[config.mk]
export PLATFORM = sky130hd
export DESIGN_NAME = vga_timing_gen_flat
export DESIGN_NICKNAME = d
export VERILOG_FILES = /design/src/rtl/vga_timing_gen_if.sv /design/src/rtl/vga_timing_gen.sv /design/src/flat_wrapper.sv
export SDC_FILE = /design/constraint.sdc
export NUM_CORES = 1
export LEC_CHECK = 0
export CAP_MARGIN = 20
export CORE_ASPECT_RATIO = 0.8
export CORE_MARGIN = 2
export CORE_UTILIZATION = 51
export CTS_BUF_LIST = sky130_fd_sc_hd__clkbuf_4 sky130_fd_sc_hd__clkbuf_8
export CTS_CLUSTER_DIAMETER = 50
export CTS_CLUSTER_SIZE = 30
export DETAILED_ROUTE_END_ITERATION = 10
export PLACE_DENSITY = 0.94
export SLEW_MARGIN = 20
export SYNTH_ARGS = -nofsm -noshare
export SYNTH_HDL_FRONTEND = slang
export SYNTH_SLANG_ARGS = --single-unit
[constraint.sdc]
create_clock -name clk -period 3.35 [get_ports clk]
set_input_delay 0.335 -clock clk [delete_from_list [all_inputs] [get_ports clk]]
set_output_delay 0.335 -clock clk [all_outputs]
set_load 0.01 [all_outputs]
[src/rtl/vga_timing_gen_if.sv]
// Pixel-side bus of vga_timing_gen: requester colour in, request coordinates out, DAC/VGA pins out.
// VGA_TEST_PATTERN_EN adds the pattern_sel input.
interface vga_timing_gen_if #(
  parameter int unsigned CW    = 10,
  parameter int unsigned IN_W  = 5,
  parameter int unsigned OUT_W = 8
);
  logic [IN_W-1:0]  red_in;
  logic [IN_W-1:0]  green_in;
  logic [IN_W-1:0]  blue_in;
`ifdef VGA_TEST_PATTERN_EN
  logic             pattern_sel;
`endif
  logic [CW-1:0]    x;
  logic [CW-1:0]    y;
  logic             pixel_req;
  logic             line_start;
  logic             frame_start;
  logic             vga_clk;
  logic             vga_sync;
  logic             vga_blank;
  logic             hsync;
  logic             vsync;
  logic [OUT_W-1:0] vga_red;
  logic [OUT_W-1:0] vga_green;
  logic [OUT_W-1:0] vga_blue;

  modport master (
    input  red_in, green_in, blue_in,
`ifdef VGA_TEST_PATTERN_EN
    input  pattern_sel,
`endif
    output x, y, pixel_req, line_start, frame_start,
    output vga_clk, vga_sync, vga_blank, hsync, vsync, vga_red, vga_green, vga_blue
  );

  modport slave (
    output red_in, green_in, blue_in,
`ifdef VGA_TEST_PATTERN_EN
    output pattern_sel,
`endif
    input  x, y, pixel_req, line_start, frame_start,
    input  vga_clk, vga_sync, vga_blank, hsync, vsync, vga_red, vga_green, vga_blue
  );
endinterface

[src/rtl/vga_timing_gen.sv]
// Parametrised VGA timing generator with fixed-latency colour pipeline for the DE1-SoC DAC.
// Optional VGA_TEST_PATTERN_EN: internal 8-bar colour pattern selected by pattern_sel.
module vga_timing_gen #(
  parameter int unsigned H_ACTIVE    = 640,
  parameter int unsigned H_FRONT     = 16,
  parameter int unsigned H_SYNC      = 96,
  parameter int unsigned H_BACK      = 48,
  parameter int unsigned V_ACTIVE    = 480,
  parameter int unsigned V_FRONT     = 10,
  parameter int unsigned V_SYNC      = 2,
  parameter int unsigned V_BACK      = 33,
  parameter bit          HSYNC_POL   = 1'b0,
  parameter bit          VSYNC_POL   = 1'b0,
  parameter int unsigned IN_W        = 5,
  parameter int unsigned OUT_W       = 8,
  parameter int unsigned PIX_LATENCY = 1,
  parameter int unsigned CW          = 10
) (
  input  logic            clk,
  input  logic            reset_n,
  vga_timing_gen_if.master bus
);
  localparam int unsigned HTotal   = H_ACTIVE + H_FRONT + H_SYNC + H_BACK;
  localparam int unsigned VTotal   = V_ACTIVE + V_FRONT + V_SYNC + V_BACK;
  localparam int unsigned MaxTotal = (HTotal > VTotal) ? HTotal : VTotal;
  localparam int unsigned CntW     = (MaxTotal > 2) ? $clog2(MaxTotal + 1) : 1;
  localparam int unsigned RepW     = (OUT_W > IN_W) ? OUT_W - IN_W : 1;
  localparam int unsigned Lat      = PIX_LATENCY;

  localparam logic [CntW-1:0] HLast    = CntW'(HTotal - 1);
  localparam logic [CntW-1:0] HActEnd  = CntW'(H_ACTIVE);
  localparam logic [CntW-1:0] HSyncBeg = CntW'(H_ACTIVE + H_FRONT);
  localparam logic [CntW-1:0] HSyncEnd = CntW'(H_ACTIVE + H_FRONT + H_SYNC);
  localparam logic [CntW-1:0] VLast    = CntW'(VTotal - 1);
  localparam logic [CntW-1:0] VActEnd  = CntW'(V_ACTIVE);
  localparam logic [CntW-1:0] VSyncBeg = CntW'(V_ACTIVE + V_FRONT);
  localparam logic [CntW-1:0] VSyncEnd = CntW'(V_ACTIVE + V_FRONT + V_SYNC);

  logic            run_q, run_d;
  logic [CntW-1:0] h_cnt_q, h_cnt_d, v_cnt_q, v_cnt_d;
  logic [Lat-1:0]  req_pipe_q, req_pipe_d, hs_pipe_q, hs_pipe_d, vs_pipe_q, vs_pipe_d;
  logic            blank_q, blank_d, hsync_q, hsync_d, vsync_q, vsync_d;
  logic [OUT_W-1:0] red_q, red_d, green_q, green_d, blue_q, blue_d;
  logic            pix_req, hs_act, vs_act, h_act, v_act;
  logic [OUT_W-1:0] red_exp, green_exp, blue_exp, red_src, green_src, blue_src;

  // Counting holds at 0,0 for the first edge after reset so the frame starts cleanly.
  always_comb begin
    run_d   = 1'b1;
    h_cnt_d = h_cnt_q;
    v_cnt_d = v_cnt_q;
    if (run_q) begin
      if (h_cnt_q == HLast) begin
        h_cnt_d = '0;
        v_cnt_d = (v_cnt_q == VLast) ? '0 : v_cnt_q + 1'b1;
      end else begin
        h_cnt_d = h_cnt_q + 1'b1;
      end
    end
  end

  always_comb begin
    h_act           = h_cnt_q < HActEnd;
    v_act           = v_cnt_q < VActEnd;
    pix_req         = run_q & h_act & v_act;
    hs_act          = run_q & (h_cnt_q >= HSyncBeg) & (h_cnt_q < HSyncEnd);
    vs_act          = run_q & (v_cnt_q >= VSyncBeg) & (v_cnt_q < VSyncEnd);
    bus.pixel_req   = pix_req;
    bus.x           = pix_req ? CW'(h_cnt_q) : '0;
    bus.y           = pix_req ? CW'(v_cnt_q) : '0;
    bus.line_start  = run_q & (h_cnt_q == '0) & v_act;
    bus.frame_start = run_q & (h_cnt_q == '0) & (v_cnt_q == '0);
  end

  always_comb begin
    req_pipe_d[0] = pix_req;
    hs_pipe_d[0]  = hs_act;
    vs_pipe_d[0]  = vs_act;
    for (int i = 1; i < Lat; i++) begin
      req_pipe_d[i] = req_pipe_q[i-1];
      hs_pipe_d[i]  = hs_pipe_q[i-1];
      vs_pipe_d[i]  = vs_pipe_q[i-1];
    end
  end

  if (OUT_W == IN_W) begin : g_no_rep
    assign red_exp   = bus.red_in;
    assign green_exp = bus.green_in;
    assign blue_exp  = bus.blue_in;
  end else begin : g_rep
    assign red_exp   = {bus.red_in,   bus.red_in[IN_W-1 -: RepW]};
    assign green_exp = {bus.green_in, bus.green_in[IN_W-1 -: RepW]};
    assign blue_exp  = {bus.blue_in,  bus.blue_in[IN_W-1 -: RepW]};
  end

`ifdef VGA_TEST_PATTERN_EN
  localparam int unsigned BarW = (H_ACTIVE >= 8) ? H_ACTIVE / 8 : 1;
  logic [CW-1:0] x_pipe_q [Lat];
  logic [CW-1:0] x_pipe_d [Lat];
  logic [CW-1:0] bar_full;
  logic [2:0]    bar;

  always_comb begin
    x_pipe_d[0] = bus.x;
    for (int i = 1; i < Lat; i++) x_pipe_d[i] = x_pipe_q[i-1];
  end

  always_ff @(posedge clk or negedge reset_n) begin
    if (!reset_n) begin
      for (int i = 0; i < Lat; i++) x_pipe_q[i] <= '0;
    end else begin
      for (int i = 0; i < Lat; i++) x_pipe_q[i] <= x_pipe_d[i];
    end
  end

  // Bar index bits map straight to channels: white,yellow,cyan,green,magenta,red,blue,black.
  always_comb begin
    bar_full  = x_pipe_q[Lat-1] / CW'(BarW);
    bar       = bar_full[2:0];
    red_src   = bus.pattern_sel ? {OUT_W{~bar[1]}} : red_exp;
    green_src = bus.pattern_sel ? {OUT_W{~bar[2]}} : green_exp;
    blue_src  = bus.pattern_sel ? {OUT_W{~bar[0]}} : blue_exp;
  end
`else
  always_comb begin
    red_src   = red_exp;
    green_src = green_exp;
    blue_src  = blue_exp;
  end
`endif

  always_comb begin
    blank_d = req_pipe_q[Lat-1];
    hsync_d = hs_pipe_q[Lat-1] ? HSYNC_POL : ~HSYNC_POL;
    vsync_d = vs_pipe_q[Lat-1] ? VSYNC_POL : ~VSYNC_POL;
    red_d   = req_pipe_q[Lat-1] ? red_src   : '0;
    green_d = req_pipe_q[Lat-1] ? green_src : '0;
    blue_d  = req_pipe_q[Lat-1] ? blue_src  : '0;
  end

  always_ff @(posedge clk or negedge reset_n) begin
    if (!reset_n) begin
      run_q      <= 1'b0;
      h_cnt_q    <= '0;
      v_cnt_q    <= '0;
      req_pipe_q <= '0;
      hs_pipe_q  <= '0;
      vs_pipe_q  <= '0;
      blank_q    <= 1'b0;
      hsync_q    <= ~HSYNC_POL;
      vsync_q    <= ~VSYNC_POL;
      red_q      <= '0;
      green_q    <= '0;
      blue_q     <= '0;
    end else begin
      run_q      <= run_d;
      h_cnt_q    <= h_cnt_d;
      v_cnt_q    <= v_cnt_d;
      req_pipe_q <= req_pipe_d;
      hs_pipe_q  <= hs_pipe_d;
      vs_pipe_q  <= vs_pipe_d;
      blank_q    <= blank_d;
      hsync_q    <= hsync_d;
      vsync_q    <= vsync_d;
      red_q      <= red_d;
      green_q    <= green_d;
      blue_q     <= blue_d;
    end
  end

  assign bus.vga_clk   = clk;
  assign bus.vga_sync  = 1'b0;
  assign bus.vga_blank = blank_q;
  assign bus.hsync     = hsync_q;
  assign bus.vsync     = vsync_q;
  assign bus.vga_red   = red_q;
  assign bus.vga_green = green_q;
  assign bus.vga_blue  = blue_q;
endmodule

[src/flat_wrapper.sv]
// flat-port wrapper written by rule: the top's interface ports become plain ports
module vga_timing_gen_flat 
#(
  parameter int unsigned H_ACTIVE    = 640,
  parameter int unsigned H_FRONT     = 16,
  parameter int unsigned H_SYNC      = 96,
  parameter int unsigned H_BACK      = 48,
  parameter int unsigned V_ACTIVE    = 480,
  parameter int unsigned V_FRONT     = 10,
  parameter int unsigned V_SYNC      = 2,
  parameter int unsigned V_BACK      = 33,
  parameter bit          HSYNC_POL   = 1'b0,
  parameter bit          VSYNC_POL   = 1'b0,
  parameter int unsigned IN_W        = 5,
  parameter int unsigned OUT_W       = 8,
  parameter int unsigned PIX_LATENCY = 1,
  parameter int unsigned CW          = 10
)
  (clk, reset_n, bus_red_in, bus_green_in, bus_blue_in, bus_x, bus_y, bus_pixel_req, bus_line_start, bus_frame_start, bus_vga_clk, bus_vga_sync, bus_vga_blank, bus_hsync, bus_vsync, bus_vga_red, bus_vga_green, bus_vga_blue);
  vga_timing_gen_if #(.CW(CW), .IN_W(IN_W), .OUT_W(OUT_W)) bus_i ();
  input  logic clk;
  input  logic reset_n;
  input wire logic [$bits(bus_i.red_in)-1:0] bus_red_in;
  input wire logic [$bits(bus_i.green_in)-1:0] bus_green_in;
  input wire logic [$bits(bus_i.blue_in)-1:0] bus_blue_in;
  output wire logic [$bits(bus_i.x)-1:0] bus_x;
  output wire logic [$bits(bus_i.y)-1:0] bus_y;
  output wire logic [$bits(bus_i.pixel_req)-1:0] bus_pixel_req;
  output wire logic [$bits(bus_i.line_start)-1:0] bus_line_start;
  output wire logic [$bits(bus_i.frame_start)-1:0] bus_frame_start;
  output wire logic [$bits(bus_i.vga_clk)-1:0] bus_vga_clk;
  output wire logic [$bits(bus_i.vga_sync)-1:0] bus_vga_sync;
  output wire logic [$bits(bus_i.vga_blank)-1:0] bus_vga_blank;
  output wire logic [$bits(bus_i.hsync)-1:0] bus_hsync;
  output wire logic [$bits(bus_i.vsync)-1:0] bus_vsync;
  output wire logic [$bits(bus_i.vga_red)-1:0] bus_vga_red;
  output wire logic [$bits(bus_i.vga_green)-1:0] bus_vga_green;
  output wire logic [$bits(bus_i.vga_blue)-1:0] bus_vga_blue;
  assign bus_i.red_in = bus_red_in;
  assign bus_i.green_in = bus_green_in;
  assign bus_i.blue_in = bus_blue_in;
  assign bus_x = bus_i.x;
  assign bus_y = bus_i.y;
  assign bus_pixel_req = bus_i.pixel_req;
  assign bus_line_start = bus_i.line_start;
  assign bus_frame_start = bus_i.frame_start;
  assign bus_vga_clk = bus_i.vga_clk;
  assign bus_vga_sync = bus_i.vga_sync;
  assign bus_vga_blank = bus_i.vga_blank;
  assign bus_hsync = bus_i.hsync;
  assign bus_vsync = bus_i.vsync;
  assign bus_vga_red = bus_i.vga_red;
  assign bus_vga_green = bus_i.vga_green;
  assign bus_vga_blue = bus_i.vga_blue;
  vga_timing_gen #(.H_ACTIVE(H_ACTIVE), .H_FRONT(H_FRONT), .H_SYNC(H_SYNC), .H_BACK(H_BACK), .V_ACTIVE(V_ACTIVE), .V_FRONT(V_FRONT), .V_SYNC(V_SYNC), .V_BACK(V_BACK), .HSYNC_POL(HSYNC_POL), .VSYNC_POL(VSYNC_POL), .IN_W(IN_W), .OUT_W(OUT_W), .PIX_LATENCY(PIX_LATENCY), .CW(CW)) u_core (.clk(clk), .reset_n(reset_n), .bus(bus_i));
endmodule
== Word level (Yosys, flattened, before mapping) ==
Index checks and enable logic that the tools add are counted.

* Add/sub/neg operators: 2
* $mul: 0
* Divide/modulo/power cells: 0
* $lt $le $gt $ge: 6
* Eq/ne operators: 2
* Shift-type cells: 0
* Multiplexer cells: 9
* Bitwise operators: 9
* Reduce and logical (&&, ||, !) cells: 3

{| class="wikitable"
|+ Operator list
! operator !! number
|-
| 10-bit two-way mux || 4
|-
| 8-bit two-way mux || 3
|-
| 10-bit by 1-bit adder with 10-bit output, second input constant || 2
|-
| 10-bit equality test, second input constant || 2
|-
| 10-bit zero test || 2
|-
| 10-bit < comparator, second input constant || 2
|-
| 10-bit by 9-bit < comparator with 1-bit output, second input constant || 2
|-
| 10-bit greater-or-equal comparator, second input constant || 1
|-
| 10-bit by 9-bit greater-or-equal comparator with 1-bit output, second input constant || 1
|-
| 1-bit AND || 9
|-
| 1-bit two-way mux || 2
|-
| 2-bit AND reduction || 1
|}

* Flip-flop bits (word level): 51
* Bits in latches: 0
* Memory bits (writable): 0
* ROM bits: 0
* Input bits: 17
* Output and inout bits: 52
* Logic and storage cells: 43
* Memories kept: 0

== Longest topological paths before layout ==
* Word-level depth: 4
* Mapped depth: 6
* Depth with buffers taken out: 6

==> flow_summary_export.csv <==
group,metric,value,unit
synthesis,syn_inst,200,
finish,fin_nets,276,
sta,fin_crit_sh,90.2,%
placement,dp_slack,0.883,ns
power,swShare,29.7,%
power,clkPwrFrac,34.0,%
power,intPower,973,uW
power,leakage,0.00116,uW
synthesis,synth_area_leaders,"dfrtp_1, and2_1, buf_4, xnor2_1, nand3_1",
synthesis,synth.avg_cell_area,10.3,um^2
clock_tree,cts_resized,0,
synthesis,ys_types,34,
setup_path,critical_path_class,"reg -> out",
floorplan,dieArea,4560,um^2
setup_path,worst-endpoint-required,3.01,ns
floorplan,die_x,75.0,um
sta,period_minus_slack,3.02,ns
power,ir_drop,534,uV
outcome,outcome,"completed",
global_route,grt_pass1_wl,7.76,mm
sta,skew,0.00411,ns
power,p_seq_share,46.6,%
placement,place.port_buffers,66,
min_path,min_path_type,"in -> async",
routing,wire_per_inst,15.1,um
global_route,grt_antenna_before_repair,0,
sta,rsz0062_at_grt,"no",
synthesis,synth-seq-cells,42,
synthesis,synth_top_cell_by_area,"dfrtp_1",
routing,viasPerCell,5.31,
power,combPwrFrac,19.4,%
sta,setup_viol,0,
routing,routed_wl,4.69,mm
sta,slew_headroom,40.5,%
global_route,grt_pass1_vias,1601,
finish,layout.cells.non_filler,311,
floorplan,die_y,60.8,um
clock_tree,cts_hold_buf,0,
routing,vias,1652,
finish,drive_gt1_share,6.25,%
synthesis,seq_area_frac_synth,51.3,%
sta,maxSlewViolCount,0,
synthesis,synth_edf_count,0,
global_route,grt_max_degree,43,
setup_path,rr_startpoint,"u_core.run_q$_DFF_PN0_",
finish,final_area,2770,um^2
sta,hold_viol,0,
routing,dr.pass1.iters,4,
setup_path,cp_data_arrival_time,2.69,ns
sta,fmax,331,MHz
power,power.switching,410,uW
placement,hpwl,3.31,mm
placement,dpl-instance-area,2630,um^2
synthesis,ys.flop_type,"dfrtp_1",
finish,area_delta_synth_final,34.8,%
routing,drt_drc_violations_left,0,
floorplan,rows,20,
global_route,overflow,0,
setup_path,rr_worst_depth,4,
synthesis,syn-cell-area,2050,um^2
clock_tree,clock_latency,0.40,ns
clock_tree,cts_tree,"built",
sta,fin_ws,0.327,ns
setup_path,r2r_end,"u_core.v_cnt_q[7]$_DFFE_PN0P_",
clock_tree,clk_pin_slew_worst_paths,0.08,ns
sta,tns,0,ns
setup_path,cp-end-kind,"primary output",
finish,antennaDiodeCount,0,
global_route,grtUsageTotal,23.4,%
placement,post-place-cells,300,
clock_tree,postCtsSetupRepairBufs,0,
setup_path,crit_fanout,14,
placement,gp_congestion,0.857,
setup_path,startpoint_type,"flip-flop",
synthesis,synth_top_area_share,48.7,%
routing,drt_iter0_markers,129,
run,maxCapViolations,0,
synthesis,postSynth.asyncResetShare,100,%
floorplan,start_util,53.7,%
power,p_per_area,500,nW/um^2
floorplan,coreArea,3830,um^2
floorplan,io_pins,69,
setup_path,r2r_slack,1.51,ns
sta,worstMarginPinSlew,0.892,ns
synthesis,yosysWarnings,0,
finish,final_core_utilization,72.3,%
routing,ant_nets,0,
==> sequential cells by signal, indices dropped and copies added (netlist names) <==
register,cells
u_core.h_cnt_q,10
u_core.v_cnt_q,10
u_core.bus.vga_blue,5
u_core.bus.vga_green,5
u_core.bus.vga_red,5
u_core.blank_d,1
u_core.bus.hsync,1
u_core.bus.vga_blank,1
u_core.bus.vsync,1
u_core.hs_pipe_q,1
u_core.run_q,1
u_core.vs_pipe_q,1
==> power groups by stage <==
stage | sequential [uW] | clock, uW | combinational, uW
after global routing | 656 | 499 | 295
after global placement | 646 | 30.4 | 253
final | 645 | 471 | 268
after detailed placement | 652 | 30.4 | 266
after CTS | 642 | 476 | 270
after floorplan | 610 | 24.6 | 171
==> cells in the mapped netlist, types with 3 or more instances <==
| cell type | n |
|---|---|
| and4_1 | 5 |
| and3_1 | 3 |
| nor2_1 | 7 |
| xnor2_1 | 10 |
| nand2_1 | 5 |
| nand3_1 | 15 |
| dfrtp_1 | 40 |
| buf_4 | 14 |
| ha_1 | 4 |
| and2_1 | 28 |
| nor4_1 | 9 |
| a21oi_1 | 3 |
| inv_1 | 10 |
| o21ai_0 | 4 |
| clkbuf_1 | 3 |
| nand4_1 | 6 |
| nor3_1 | 6 |
| buf_2 | 3 |
| o21ai_1 | 3 |
==> worst max-delay path: stages (launching register included) <==
cell and delay, ns:
dfrtp_1 0.50, o21ai_0 0.31, nand2_1 0.28, nor3_4 0.46, and2_1 0.20, clkdlybuf4s50_1 0.54
==> kinds of logic after synthesis <==
logic type | count (synthesis) | synth area share [%]
xor+xnor | 11 | 4.69
flops | 42 | 51.3
compound gates | 16 | 4.51
buf+inv | 32 | 9.32
other cells | 2 | 0.366
fa+ha+maj | 4 | 2.44
mux | 1 | 0.487
simple gates | 92 | 26.9
==> routing by layer <==
metal | vias up | part of all wire, % | track usage (%)
li1 | 775 | - | -
met1 | 806 | 43 | 31.1
met2 | 64 | 50 | 36.5
met3 | 7 | 5.7 | 5.65
met4 | 0 | 1.6 | 11.5
met5 | - | 0 | 0
==> worst max path at each step <==
stage	to	slack, ns	from
after floorplan	bus_vga_clk	1.22	clk
after global placement	bus_vga_clk	0.89	clk
after detailed placement	bus_x[8]	0.88	u_core.v_cnt_q[6]$_DFFE_PN0P_
after CTS	bus_x[8]	0.37	u_core.h_cnt_q[8]$_DFFE_PN0P_
after global routing	bus_x[5]	0.18	u_core.h_cnt_q[8]$_DFFE_PN0P_
final	bus_x[5]	0.33	u_core.h_cnt_q[8]$_DFFE_PN0P_
==> stage by stage <==
| step | total power [uW] | hold slack (ns) |
|---|---|---|
| after floorplan | 806 | 0.0394 |
| after global placement | 930 | 0.338 |
| after detailed placement | 948 | 0.351 |
| after CTS | 1390 | 0.0858 |
| after global routing | 1450 | 0.126 |
| final | 1380 | 0.0574 |
==> cells in the final DEF (no fill, tap or decap), types with 2 or more instances in the layout <==
master           synthesis  routed
nand2_1                  5       5
o21ai_1                  3       3
a31oi_1                  2       2
a21o_1                   2       2
nor3_1                   6       6
xnor2_1                 10      10
nor4_1                   9       9
o21ai_0                  4       4
nor2b_1                  2       2
nor2_1                   7       7
dfstp_2                  2       2
nand4_1                  6       6
and4_1                   5       5
ha_1                     4       4
clkdlybuf4s50_1          0      65
nand2b_1                 2       2
and2_1                  28      28
dfrtp_1                 40      40
conb_1                   2       3
a21oi_1                  3       3
nand3_1                 15      15
clkbuf_8                 0       9
inv_1                   10      10
and3_1                   3       3
==> cell type report <==
cell class	count	area, um^2
Clock buffer	10	134
Clock inverter	2	16.3
Fill cell	276	1060
Inverter	10	37.5
Multi-Input combinational cell	127	813
Sequential cell	42	1050
Tap cell	55	68.8
Timing Repair Buffer	65	646
Note: power is estimated with default switching activity, not from simulation.
